===== src/rtl/muldiv_pkg.sv =====
// Shared types and constants for the EX-stage iterative multiply/divide sequencer.
// Latency: n/a (declarations only).
// Backpressure: n/a.
//
// Contents: op encodings for MUL*/DIV*/REM*, FSM state encoding, iteration
// counter width, datapath width and the flush/boolean level constants.
package muldiv_pkg;

  localparam int XLEN  = 32;
  localparam int ITER  = 32;
  localparam int CNT_W = 6;

  localparam logic FLUSH = 1'b1;
  localparam logic TRUE  = 1'b1;
  localparam logic FALSE = 1'b0;

  typedef enum logic [1:0] {
    MUL_OP_MUL    = 2'd0,
    MUL_OP_MULH   = 2'd1,
    MUL_OP_MULHSU = 2'd2,
    MUL_OP_MULHU  = 2'd3
  } mul_op_e;

  // Bit 0 set = unsigned, bit 1 set = remainder.
  typedef enum logic [1:0] {
    DIV_OP_DIV  = 2'd0,
    DIV_OP_DIVU = 2'd1,
    DIV_OP_REM  = 2'd2,
    DIV_OP_REMU = 2'd3
  } div_op_e;

  typedef enum logic [1:0] {
    ST_IDLE = 2'd0,
    ST_RUN  = 2'd1,
    ST_DONE = 2'd2
  } state_e;

endpackage


===== src/rtl/muldiv_iter_core.sv =====
// One-bit-per-cycle shift-add multiplier / restoring divider datapath.
// Latency: one iteration per step cycle; acc_nxt_o shows the post-step value combinationally.
// Backpressure: none; advances only when step_i is high, controlled entirely by the sequencer.
//
// Ports:
//   clk, rst_n      clock, async active-low reset
//   load_i          load magnitudes a_i/b_i (class chosen by is_div_i)
//   step_i          perform one iteration
//   is_div_i        1 = restoring divide, 0 = shift-add multiply
//   a_i, b_i        unsigned operand magnitudes (dividend/multiplicand, divisor/multiplier)
//   acc_nxt_o       accumulator after the current step: mul {hi,lo} product, div {rem,quo}
module muldiv_iter_core #(
  parameter int XLEN = 32
) (
  input  logic              clk,
  input  logic              rst_n,
  input  logic              load_i,
  input  logic              step_i,
  input  logic              is_div_i,
  input  logic [XLEN-1:0]   a_i,
  input  logic [XLEN-1:0]   b_i,
  output logic [2*XLEN-1:0] acc_nxt_o
);

  // Mul: acc = {partial high, multiplier shifting out}; opnd = multiplicand.
  // Div: acc = {partial remainder, dividend shifting into quotient}; opnd = divisor.
  logic [2*XLEN-1:0] acc_q;
  logic [XLEN-1:0]   opnd_q;

  logic [XLEN:0]     mul_sum;
  logic [2*XLEN-1:0] mul_nxt;
  logic [XLEN:0]     div_sh;
  logic              div_ge;
  logic [XLEN-1:0]   div_sub;
  logic [2*XLEN-1:0] div_nxt;

  always_comb begin
    mul_sum = {1'b0, acc_q[2*XLEN-1:XLEN]} + (acc_q[0] ? {1'b0, opnd_q} : {(XLEN+1){1'b0}});
    mul_nxt = {mul_sum, acc_q[XLEN-1:1]};

    // Shift the next dividend bit into the partial remainder and trial-subtract.
    // When the subtraction succeeds the difference is below the divisor, so
    // the low XLEN bits of the difference are exact.
    div_sh  = acc_q[2*XLEN-1:XLEN-1];
    div_ge  = (div_sh >= {1'b0, opnd_q});
    div_sub = div_sh[XLEN-1:0] - opnd_q;
    div_nxt = {(div_ge ? div_sub : div_sh[XLEN-1:0]), acc_q[XLEN-2:0], div_ge};

    acc_nxt_o = is_div_i ? div_nxt : mul_nxt;
  end

  always_ff @(posedge clk or negedge rst_n) begin
    if (!rst_n) begin
      acc_q  <= '0;
      opnd_q <= '0;
    end else if (load_i) begin
      acc_q  <= {{XLEN{1'b0}}, (is_div_i ? a_i : b_i)};
      opnd_q <= is_div_i ? b_i : a_i;
    end else if (step_i) begin
      acc_q  <= acc_nxt_o;
    end
  end

endmodule


===== src/rtl/ex_muldiv_ctrl.sv =====
// EX-stage sequencer for the shared iterative mul/div unit (IDLE -> RUN x32 -> DONE).
// Latency: start seen in cycle N, done from N+33 (N+1 for early-out cases when enabled).
// Backpressure: result and done held in DONE until mem_allowin; pipe_flush aborts in any state.
//
// Ports:
//   clk, rst_n                 clock, async active-low reset
//   pipe_flush                 abort current operation (level FLUSH)
//   ex_valid, ex_is_mul_inst,
//   ex_is_div_inst             EX holds a valid MUL* / DIV*-REM* instruction (mul wins if both)
//   ex_mul_op, ex_div_op       op codes (see muldiv_pkg)
//   ex_rs1, ex_rs2             operands A (dividend) and B (divisor)
//   mem_allowin                MEM accepts the handoff this cycle
//   ex_mul_done, ex_div_done   result ready, decoded from registered state
//   ex_muldiv_res              registered result
//   muldiv_busy                FSM not in IDLE
//
// Build option: MULDIV_EARLY_OUT_EN - divide-by-zero, signed overflow, unsigned
// divisor > dividend and multiply-by-zero go straight to DONE with the final result.
module ex_muldiv_ctrl
  import muldiv_pkg::*;
#(
  parameter int XLEN = 32,
  parameter int ITER = 32
) (
  input  logic            clk,
  input  logic            rst_n,
  input  logic            pipe_flush,
  input  logic            ex_valid,
  input  logic            ex_is_mul_inst,
  input  logic            ex_is_div_inst,
  input  logic [1:0]      ex_mul_op,
  input  logic [1:0]      ex_div_op,
  input  logic [XLEN-1:0] ex_rs1,
  input  logic [XLEN-1:0] ex_rs2,
  input  logic            mem_allowin,
  output logic            ex_mul_done,
  output logic            ex_div_done,
  output logic [XLEN-1:0] ex_muldiv_res,
  output logic            muldiv_busy
);

  localparam logic [CNT_W-1:0] ITER_LAST = CNT_W'(ITER - 1);
  localparam logic [XLEN-1:0]  MIN_NEG   = {1'b1, {(XLEN-1){1'b0}}};

  state_e            state_q;
  logic [CNT_W-1:0]  cnt_q;
  logic              is_mul_q;
  logic [1:0]        op_q;
  logic              neg_q;     // product / quotient needs negation
  logic              sa_q;      // dividend sign, gives remainder sign
  logic              dz_q;
  logic              ovf_q;
  logic [XLEN-1:0]   rs1_q;     // raw dividend for the divide-by-zero remainder
  logic [XLEN-1:0]   res_q;

  // Start-cycle decode
  logic              flush_c;
  logic              start_c;
  logic              st_mul;
  logic [1:0]        st_op;
  logic              a_sgn, b_sgn;
  logic              st_sa, st_sb;
  logic [XLEN-1:0]   a_abs, b_abs;
  logic              st_dz, st_ovf;
  logic              early_c;
  logic [XLEN-1:0]   early_res;

  // Final-iteration result
  logic [2*XLEN-1:0] acc_nxt;
  logic [2*XLEN-1:0] prod_c;
  logic [XLEN-1:0]   quo_c, rem_c;
  logic [XLEN-1:0]   fin_res;

  logic              core_load, core_step, core_is_div;

  always_comb begin
    flush_c = (pipe_flush == FLUSH);
    start_c = ex_valid && (ex_is_mul_inst || ex_is_div_inst) && !flush_c;
    st_mul  = ex_is_mul_inst;
    st_op   = st_mul ? ex_mul_op : ex_div_op;

    // MULHSU keeps rs2 unsigned; DIVU/REMU have bit 0 set.
    a_sgn = st_mul ? (st_op != MUL_OP_MULHU) : !st_op[0];
    b_sgn = st_mul ? ((st_op == MUL_OP_MUL) || (st_op == MUL_OP_MULH)) : !st_op[0];
    st_sa = a_sgn & ex_rs1[XLEN-1];
    st_sb = b_sgn & ex_rs2[XLEN-1];
    a_abs = st_sa ? -ex_rs1 : ex_rs1;
    b_abs = st_sb ? -ex_rs2 : ex_rs2;

    st_dz  = !st_mul && (ex_rs2 == '0);
    st_ovf = !st_mul && !st_op[0] && (ex_rs1 == MIN_NEG) && (ex_rs2 == '1);

`ifdef MULDIV_EARLY_OUT_EN
    early_c   = 1'b0;
    early_res = '0;
    if (st_mul) begin
      early_c = (ex_rs1 == '0) || (ex_rs2 == '0);
    end else if (st_dz) begin
      early_c   = 1'b1;
      early_res = st_op[1] ? ex_rs1 : '1;
    end else if (st_ovf) begin
      early_c   = 1'b1;
      early_res = st_op[1] ? '0 : MIN_NEG;
    end else if (st_op[0] && (ex_rs2 > ex_rs1)) begin
      early_c   = 1'b1;
      early_res = st_op[1] ? ex_rs1 : '0;
    end
`else
    early_c   = 1'b0;
    early_res = '0;
`endif
  end

  // Sign correction applied to the value the core produces on its last step.
  always_comb begin
    prod_c = neg_q ? -acc_nxt : acc_nxt;
    quo_c  = neg_q ? -acc_nxt[XLEN-1:0] : acc_nxt[XLEN-1:0];
    rem_c  = sa_q  ? -acc_nxt[2*XLEN-1:XLEN] : acc_nxt[2*XLEN-1:XLEN];

    if (is_mul_q) begin
      fin_res = (op_q == MUL_OP_MUL) ? prod_c[XLEN-1:0] : prod_c[2*XLEN-1:XLEN];
    end else if (dz_q) begin
      fin_res = op_q[1] ? rs1_q : '1;
    end else if (ovf_q) begin
      fin_res = op_q[1] ? '0 : MIN_NEG;
    end else begin
      fin_res = op_q[1] ? rem_c : quo_c;
    end
  end

  always_comb begin
    core_load   = (state_q == ST_IDLE) && start_c && !early_c;
    core_step   = (state_q == ST_RUN) && !flush_c;
    core_is_div = (state_q == ST_IDLE) ? !st_mul : !is_mul_q;
  end

  muldiv_iter_core #(.XLEN(XLEN)) u_core (
    .clk       (clk),
    .rst_n     (rst_n),
    .load_i    (core_load),
    .step_i    (core_step),
    .is_div_i  (core_is_div),
    .a_i       (a_abs),
    .b_i       (b_abs),
    .acc_nxt_o (acc_nxt)
  );

  always_ff @(posedge clk or negedge rst_n) begin
    if (!rst_n) begin
      state_q  <= ST_IDLE;
      cnt_q    <= '0;
      is_mul_q <= 1'b0;
      op_q     <= '0;
      neg_q    <= 1'b0;
      sa_q     <= 1'b0;
      dz_q     <= 1'b0;
      ovf_q    <= 1'b0;
      rs1_q    <= '0;
      res_q    <= '0;
    end else if (flush_c) begin
      state_q <= ST_IDLE;
    end else begin
      case (state_q)
        ST_IDLE: begin
          if (start_c) begin
            is_mul_q <= st_mul;
            op_q     <= st_op;
            neg_q    <= st_sa ^ st_sb;
            sa_q     <= st_sa;
            dz_q     <= st_dz;
            ovf_q    <= st_ovf;
            rs1_q    <= ex_rs1;
            cnt_q    <= '0;
            if (early_c) begin
              res_q   <= early_res;
              state_q <= ST_DONE;
            end else begin
              state_q <= ST_RUN;
            end
          end
        end
        ST_RUN: begin
          cnt_q <= cnt_q + CNT_W'(1);
          if (cnt_q == ITER_LAST) begin
            res_q   <= fin_res;
            state_q <= ST_DONE;
          end
        end
        ST_DONE: begin
          if (mem_allowin) begin
            state_q <= ST_IDLE;
          end
        end
        default: state_q <= ST_IDLE;
      endcase
    end
  end

  assign ex_mul_done   = (state_q == ST_DONE) &&  is_mul_q;
  assign ex_div_done   = (state_q == ST_DONE) && !is_mul_q;
  assign muldiv_busy   = (state_q != ST_IDLE);
  assign ex_muldiv_res = res_q;

endmodule


===== config.mk =====
export PLATFORM = sky130hd
export DESIGN_NAME = ex_muldiv_ctrl
export DESIGN_NICKNAME = d
export VERILOG_FILES = /design/src/rtl/muldiv_pkg.sv /design/src/rtl/muldiv_iter_core.sv /design/src/rtl/ex_muldiv_ctrl.sv
export SDC_FILE = /design/constraint.sdc
export NUM_CORES = 1
export LEC_CHECK = 0
export CAP_MARGIN = 20
export CORE_MARGIN = 2
export CORE_UTILIZATION = 50
export DETAILED_ROUTE_END_ITERATION = 8
export PLACE_DENSITY = 0.74
export SLEW_MARGIN = 0
export SYNTH_ARGS = -nofsm -noshare
export SYNTH_HDL_FRONTEND = slang
export SYNTH_SLANG_ARGS = --single-unit

===== constraint.sdc =====
create_clock -name clk -period 5.65 [get_ports clk]
set_input_delay 0.8475 -clock clk [delete_from_list [all_inputs] [get_ports clk]]
set_output_delay 0.8475 -clock clk [all_outputs]
set_load 0.02 [all_outputs]

==> key figures, run 1 <==
Outcome
  – Outcome: finished, final reports clean

Drt
  – Initial DRC count: 2433
  – Drt wl/cell: 27.0 µm
  – Aggregate routed wire length: 78100 µm
  – Via count: 19700
  – Post-route ant nets: 0
  – Drt drc: 0
  – Pre-Repair DR Iteration Count: 5
  – Vias/cell: 6.83

Clocking
  – CTS sink cnt: 175
  – Clk Latency, worst-skew pair: 0.47 ns
  – CTS tree: done
  – Hold_buf cts: 0
  – Post-CTS Setup Inserts: 0
  – Cts bufs inserted: 17
  – Number of H-tree levels: 4
  – Post-CTS resize count: 0
  – CTS Buffer Depth: 2
  – Clock slew seen by the registers of the worst setup and hold paths: 0.07 ns
  – CTS root buffer: clkbuf_16

Floorplanning
  – Die width: 192 µm
  – CORE AREA: 34600 µm²
  – Die area: 36800 µm²
  – Num rows: 68
  – # IOs: 110
  – Chip Height: 192 µm
  – Initial core utilization: 0.510

Synthesis
  – Synthesized cell area: 17600 µm²
  – Area contributors post-synth: dfrtp_1, nand2_1, o21ai_0, xnor2_1, ha_1
  – Yosys top cell by area: dfrtp_1
  – Number of enable flip-flop cells after synthesis: 0
  – Main synth FF type: dfrtp_1
  – Top-count cell post-synth: nand2_1
  – Seq cells post-synth: 175
  – Asr flop ratio synth: 1.00
  – Mean Syn Cell Area: 7.45 µm²
  – Post-synth top cells: nand2_1, o21ai_0, nor2_1
  – Synth top area share: 0.248
  – Synth Net Count: 2513
  – Post-synthesis cell type count: 107
  – YS warnings: 0
  – Seq/Total Area, Yosys: 0.248
  – Synthesized netlist cell count: 2367

Setup path
  – Crit-path max FO: 8
  – Critical path class: register to register
  – Req. time, crit path: 6.03 ns
  – CP arrival: 5.44 ns
  – Setup crit end kind: register
  – Startpoint types: register

Power
  – Pwr/cell area: 520 nW/µm²
  – Final total power: 10400 µW
  – LEAKAGE: 0.00821 µW
  – Worst vdd ir: 0.000282 V

Global routing
  – Pin count of the biggest net entering global routing: 154
  – First-pass GRT wire length: 116000 µm
  – GRT overflow: 0
  – Initial antenna violation count: 7
  – Gr usage total: 0.427
  – Vias in the first global route: 18400

Timing
  – Unrepaired setup endpoints after global routing: no
  – Sum of negative setup slack: 0 ns
  – Worst hold slack: 0.366 ns
  – Final setup violation count: 0
  – Worst slew pin tran: 1.03 ns
  – Period minus WS final: 5.06 ns
  – Period utilization: 0.896
  – Final Hold Fails: 0
  – Slew margin rel.: 0.309
  – Slew Viols, Final: 0
  – Clock skew: 0.0125 ns
  – F_max: 198 MHz

Cells and area
  – Area of the multi-input gates: 12400 µm²
  – Fillers: 3228
  – Share of layout cells above drive strength 1: 0.0719
  – Area grow syn2layout: 13.1%
  – Final cell count without fillers: 2892
  – FF+latch area: 4380 µm²
  – Final net count: 2568

Hold path
  – Type of the most critical hold path: input port to async pin

Job
  – Max-cap viol count: 0

Placement
  – Placed Cells: 2857
  – I/O Buffers: 109
  – GPL Wtd Cong: 1.01
  – HPWL after detailed placement: 60400 µm
## layout make-up
type,count,share of cell area
Inverter,72,0.0135
Clock buffer,19,0.0217
Antenna cell,2,0.000251
Sequential cell,175,0.219
Timing Repair Buffer,192,0.0878
Tap cell,455,0.0285
Multi-Input combinational cell,1964,0.620
Clock inverter,13,0.00834
## critical path, cell delays in order (launching register included)
cell and delay, ns:
dfrtp_1 0.47, ha_1 0.42, a21oi_1 0.23, o21ai_1 0.16, a31o_2 0.31, o211a_4 0.33
o311ai_0 0.62, o221ai_2 0.31, a211oi_1 0.42, or4b_1 0.65, or3_4 0.43, nor2_1 0.13
mux2i_1 0.23, a21oi_1 0.09, nor3_1 0.18
## registers in the layout (all words and copies together) (netlist names)
signal         flops
is_mul_q           1
neg_q              1
ex_muldiv_res     32
sa_q               1
rs1_q             32
ovf_q              1
op_q               2
u_core.opnd_q     32
cnt_q              6
dz_q               1
u_core.acc_q      64
state_q            2
## kinds of logic (layout without fill, tap and decap cells)
logic type               after synthesis  after routing  share of synthesized area
other                                  0              2                          0
XOR/XNOR                             183            183                     0.0908
AND/OR/NAND/NOR                      893            893                      0.241
flip-flops                           175            175                      0.248
multiplexers                          46             46                     0.0264
AO/OA/AOI/OAI                        771            771                      0.290
buffers and inverters                228            296                     0.0521
adder cells (fa/ha/maj)               71             71                     0.0512
## where the power goes
group / leakage (µW) / internal, µW / switching [µW] / total [µW]
registers: 0.00222 / 1530 / 439 / 1970
logic: 0.00570 / 2520 / 4590 / 7110
clock network: 0.000288 / 672 / 622 / 1290
## metal layers
metal	vias to the layer above	part of all wire	global-route usage
li1	8730	-	-
met1	9462	0.40	0.553
met2	1276	0.43	0.645
met3	267	0.10	0.0979
met4	6	0.068	0.259
met5	-	0.00054	0
## layout by cell type (no fill, tap or decap), drive strengths merged, types with 12 or more instances in the layout
| cell type | Yosys | final |
|---|---|---|
| xnor2 | 107 | 107 |
| ha | 69 | 69 |
| nand2b | 20 | 20 |
| nor4 | 16 | 16 |
| o41ai | 15 | 15 |
| nand4 | 42 | 42 |
| o31ai | 38 | 38 |
| o22ai | 16 | 16 |
| buf | 47 | 84 |
| xor2 | 76 | 76 |
| o21a | 21 | 21 |
| nand3 | 40 | 40 |
| and3 | 19 | 19 |
| clkdlybuf4s50 | 0 | 108 |
| nand2 | 383 | 383 |
| mux2i | 42 | 42 |
| o21ai | 226 | 226 |
| clkbuf | 109 | 19 |
| a21o | 18 | 18 |
| a21oi | 154 | 154 |
| o211ai | 67 | 67 |
| dfrtp | 175 | 175 |
| or2 | 12 | 12 |
| nor3 | 57 | 57 |
| a22o | 20 | 20 |
| or3 | 19 | 19 |
| inv | 71 | 79 |
| nor2 | 184 | 184 |
| a31oi | 29 | 29 |
| a211oi | 33 | 33 |
| o31a | 13 | 13 |
| and2 | 43 | 43 |
| a221oi | 21 | 21 |
## path summary, 6_finish.rpt
kind / slack [ns] / startpoint / endpoint / cells past startpoint
worst min register to register: 0.48 / rs1_q[16] / rs1_q[16] / 2
max in group asynchronous: 4.08 / rst_n / u_core.acc_q[13] / 2
worst min-delay path: 0.37 / rst_n / u_core.opnd_q[22] / 1
min in group clk: 0.48 / rs1_q[16] / rs1_q[16] / 2
worst max register to register: 0.59 / u_core.acc_q[39] / ex_muldiv_res[28] / 14
worst max-delay path: 0.59 / u_core.acc_q[39] / ex_muldiv_res[28] / 14
## metrics by stage
stage	utilization	setup slack, ns	area [µm²]
finish	0.576	0.588	20000
global route	0.576	0.231	20000
CTS	0.576	0.684	19900
detailed placement	0.558	0.549	19300
global placement	0.558	0.702	19300
floorplan	-	0.667	17600
Note: power is estimated with default switching activity, not from simulation.
==> run 2, diff against run 1 <==
--- a/config.mk
+++ b/config.mk
@@ -9,6 +9,7 @@
 export CORE_MARGIN = 2
 export CORE_UTILIZATION = 50
 export DETAILED_ROUTE_END_ITERATION = 8
+export GPL_TIMING_DRIVEN = 0
 export PLACE_DENSITY = 0.74
 export SLEW_MARGIN = 0
 export SYNTH_ARGS = -nofsm -noshare
==> run 2 against run 1 <==
Effect of this change:
- the run now ends with DRC left
- routed wire length is 10% higher
- non-clock buffer count rose by 76
- worst setup slack worse by 0.46 ns
- sequential power barely moved
- first-iteration DRC count is 20% higher
- critical path type is now input port to register
==> key figures, run 2 (synthesis gave the netlist of run 1 again) <==
Outcome
  – Outcome: finished with violations
  – Failing checks: DRC

Setup path
  – Setup crit end kind: register
  – Req. time, crit path: 6.01 ns (-0.02 ns)
  – CP arrival: 5.88 ns (+0.44 ns)
  – Reg2reg start: u_core.acc_q[37]
  – Startpoint types: input port
  – Reg2reg path depth: 14 (unchanged)
  – Critical path class: input port to register
  – Crit-path max FO: 10 (+2)
  – R2r setup slk: 0.14 ns (-0.45 ns)
  – Worst R2R End: ex_muldiv_res[21]

Global routing
  – Routing usage on met2: 0.686 (+0.0418)
  – Vias in the first global route: 19500 (+5.8%)
  – Met3 Usage GRT: 0.164 (+0.0665)
  – Gr usage total: 0.473 (+0.0459)
  – First-pass GRT wire length: 126000 µm (+8.5%)
  – GRT overflow: 0 (unchanged)
  – Initial antenna violation count: 6 (-1)
  – Met1 usage: 0.596 (+0.0427)
  – Pin count of the biggest net entering global routing: 116 (-25%)
  – Gr busiest metal: met2

Clocking
  – Clk Latency, worst-skew pair: 0.49 ns (+0.02 ns)
  – Clock slew seen by the registers of the worst setup and hold paths: 0.09 ns (+0.02 ns)
  – Cts bufs inserted: 17 (unchanged)
  – CTS sink cnt: 175 (unchanged)
  – CTS Buffer Depth: 2 (unchanged)
  – CTS root buffer: clkbuf_16
  – Number of H-tree levels: 4 (unchanged)
  – CTS tree: done

Drt
  – Via count: 20600 (+4.4%)
  – Drt wl/cell: 28.9 µm (+7.2%)
  – Pre-Repair DR Iteration Count: 8 (+3)
  – Vias/cell: 6.94 (+1.7%)
  – Initial DRC count: 2920 (+20%)
  – Post-route ant nets: 0 (unchanged)
  – Drt drc: 1 (+1)
  – Aggregate routed wire length: 85900 µm (+10%)

Timing
  – Final Hold Fails: 0 (unchanged)
  – Period utilization: 0.978 (+0.0820)
  – Slew margin rel.: 0.199 (-0.110)
  – Worst slew pin tran: 1.19 ns (+0.158 ns)
  – Final setup violation count: 0 (unchanged)
  – Sum of negative setup slack: 0 ns (unchanged)
  – Clock skew: 0.0181 ns (+0.00562 ns)
  – F_max: 181 MHz (-8.4%)
  – Slew Viols, Final: 0 (unchanged)
  – Period minus WS final: 5.53 ns (+0.463 ns)

Placement
  – Placed Cells: 2935 (+2.7%)
  – HPWL after detailed placement: 68600 µm (+14%)
  – I/O Buffers: 109 (unchanged)
  – GPL Wtd Cong: 1.10 (+9.3%)

Cells and area
  – Fillers: 3268 (+1.2%)
  – Most common library cell in the layout ignoring fill and taps: nand2_1
  – Final net count: 2644 (+3.0%)
  – FF+latch area: 4380 µm² (about the same)
  – Max FFs per register: 64 (unchanged)
  – Reg with most FFs: u_core.acc_q
  – Final cell count without fillers: 2968 (+2.6%)
  – Area grow syn2layout: 14.3%
  – Share of layout cells above drive strength 1: 0.0601 (-0.0117)
  – Area of the multi-input gates: 12500 µm² (+0.76%)
  – Commonest non-fill, non-tap cells in the layout: nand2_1, o21ai_0, nor2_1, dfrtp_1, a21oi_1

Floorplanning
  – Chip Height: 192 µm (unchanged)
  – # IOs: 110 (unchanged)
  – Die area: 36800 µm² (unchanged)
  – Num rows: 68 (unchanged)
  – CORE AREA: 34600 µm² (unchanged)
  – Initial core utilization: 0.510 (unchanged)
  – Die width: 192 µm (unchanged)

Hold path
  – Type of the most critical hold path: input port to async pin

Power
  – Pwr/cell area: 515 nW/µm² (-0.93%)
  – LEAKAGE: 0.00818 µW (-0.43%)
  – Worst vdd ir: 0.000317 V (+12%)
  – Final total power: 10400 µW (+0.13%)

Job
  – Max-cap viol count: 0 (unchanged)
## run 2: changes by cell type in the layout (fill, tap and decap cells not counted), moves of 4 or more
cell | previous run | this run
clkinv_8 | 0 | 6
buf_1 | 0 | 13
buf_4 | 80 | 11
buf_6 | 1 | 5
clkbuf_1 | 2 | 100
buf_2 | 0 | 24
## run 2: worst max-delay path, stage by stage
cell	delay, ns
clkdlybuf4s50_1	0.57
or3b_4	0.48
nand2_2	0.12
buf_4	0.20
buf_6	0.20
buf_6	0.21
buf_4	0.22
clkbuf_8	0.23
buf_4	0.24
buf_6	0.20
nand2_1	0.07
nand2_1	0.16
inv_1	0.07
ha_2	0.22
and2_1	0.16
nand4_1	0.21
nand4bb_4	0.23
nand2b_4	0.23
buf_6	0.18
o31ai_1	0.10
xor2_1	0.21
a221oi_1	0.31
o221ai_1	0.17
## run 2: layer usage
metal / share of wire / vias up
met5: 0.00048 / -
met4: 0.073 / 6
met3: 0.14 / 363
met2: 0.41 / 1593
met1: 0.38 / 9735
li1: - / 8909
## run 2: timing repair
item / CTS / global route
setup buffers: 2 / 1
pin swaps: 1 / 1
hold buffers: 0 / 0
endpoints found under the hold margin: 0 / 0
gates resized for setup: 21 / 25
setup endpoints to repair: 65 / 33
## run 2: worst max path at each step
stage	slack, ns	depth (start not counted)	startpoint	end
2_1_floorplan	0.67	22	ex_is_mul_inst	ex_muldiv_res[10]
3_3_place_gp	-3.57	1	rst_n	rs1_q[13]
3_5_place_dp	-2.00	22	ex_is_mul_inst	ex_muldiv_res[10]
4_1_cts	0.02	21	ex_is_mul_inst	ex_muldiv_res[10]
5_1_grt	-0.03	21	ex_is_mul_inst	ex_muldiv_res[10]
6_report	0.12	23	ex_is_mul_inst	ex_muldiv_res[10]
## run 2: report_power, final
group,internal (µW),switching (µW),total [µW]
Combinational,2360,4780,7140
Clock,611,678,1290
Sequential,1530,432,1960
## run 2: layout make-up
cell class,instances,share of cell area
clock inverter,15,0.0100
timing repair buffer,116,0.0577
inverter,72,0.0134
clock buffer,17,0.0211
tap,455,0.0282
buffer,152,0.0337
antenna,2,0.000248
multi-input combinational,1964,0.618
sequential,175,0.217
## run 2: per-stage QoR
| stage | hold slack [ns] | util | instance area [µm²] | worst slack (ns) |
|---|---|---|---|---|
| finish | 0.302 | 0.583 | 20200 | 0.125 |
| global route | 0.335 | 0.582 | 20200 | -0.0308 |
| CTS | 0.318 | 0.579 | 20100 | 0.0171 |
| detailed placement | 0.465 | 0.559 | 19400 | -2.00 |
| global placement | 0.464 | 0.558 | 19300 | -3.57 |
| floorplan | 0.440 | - | 17600 | 0.667 |
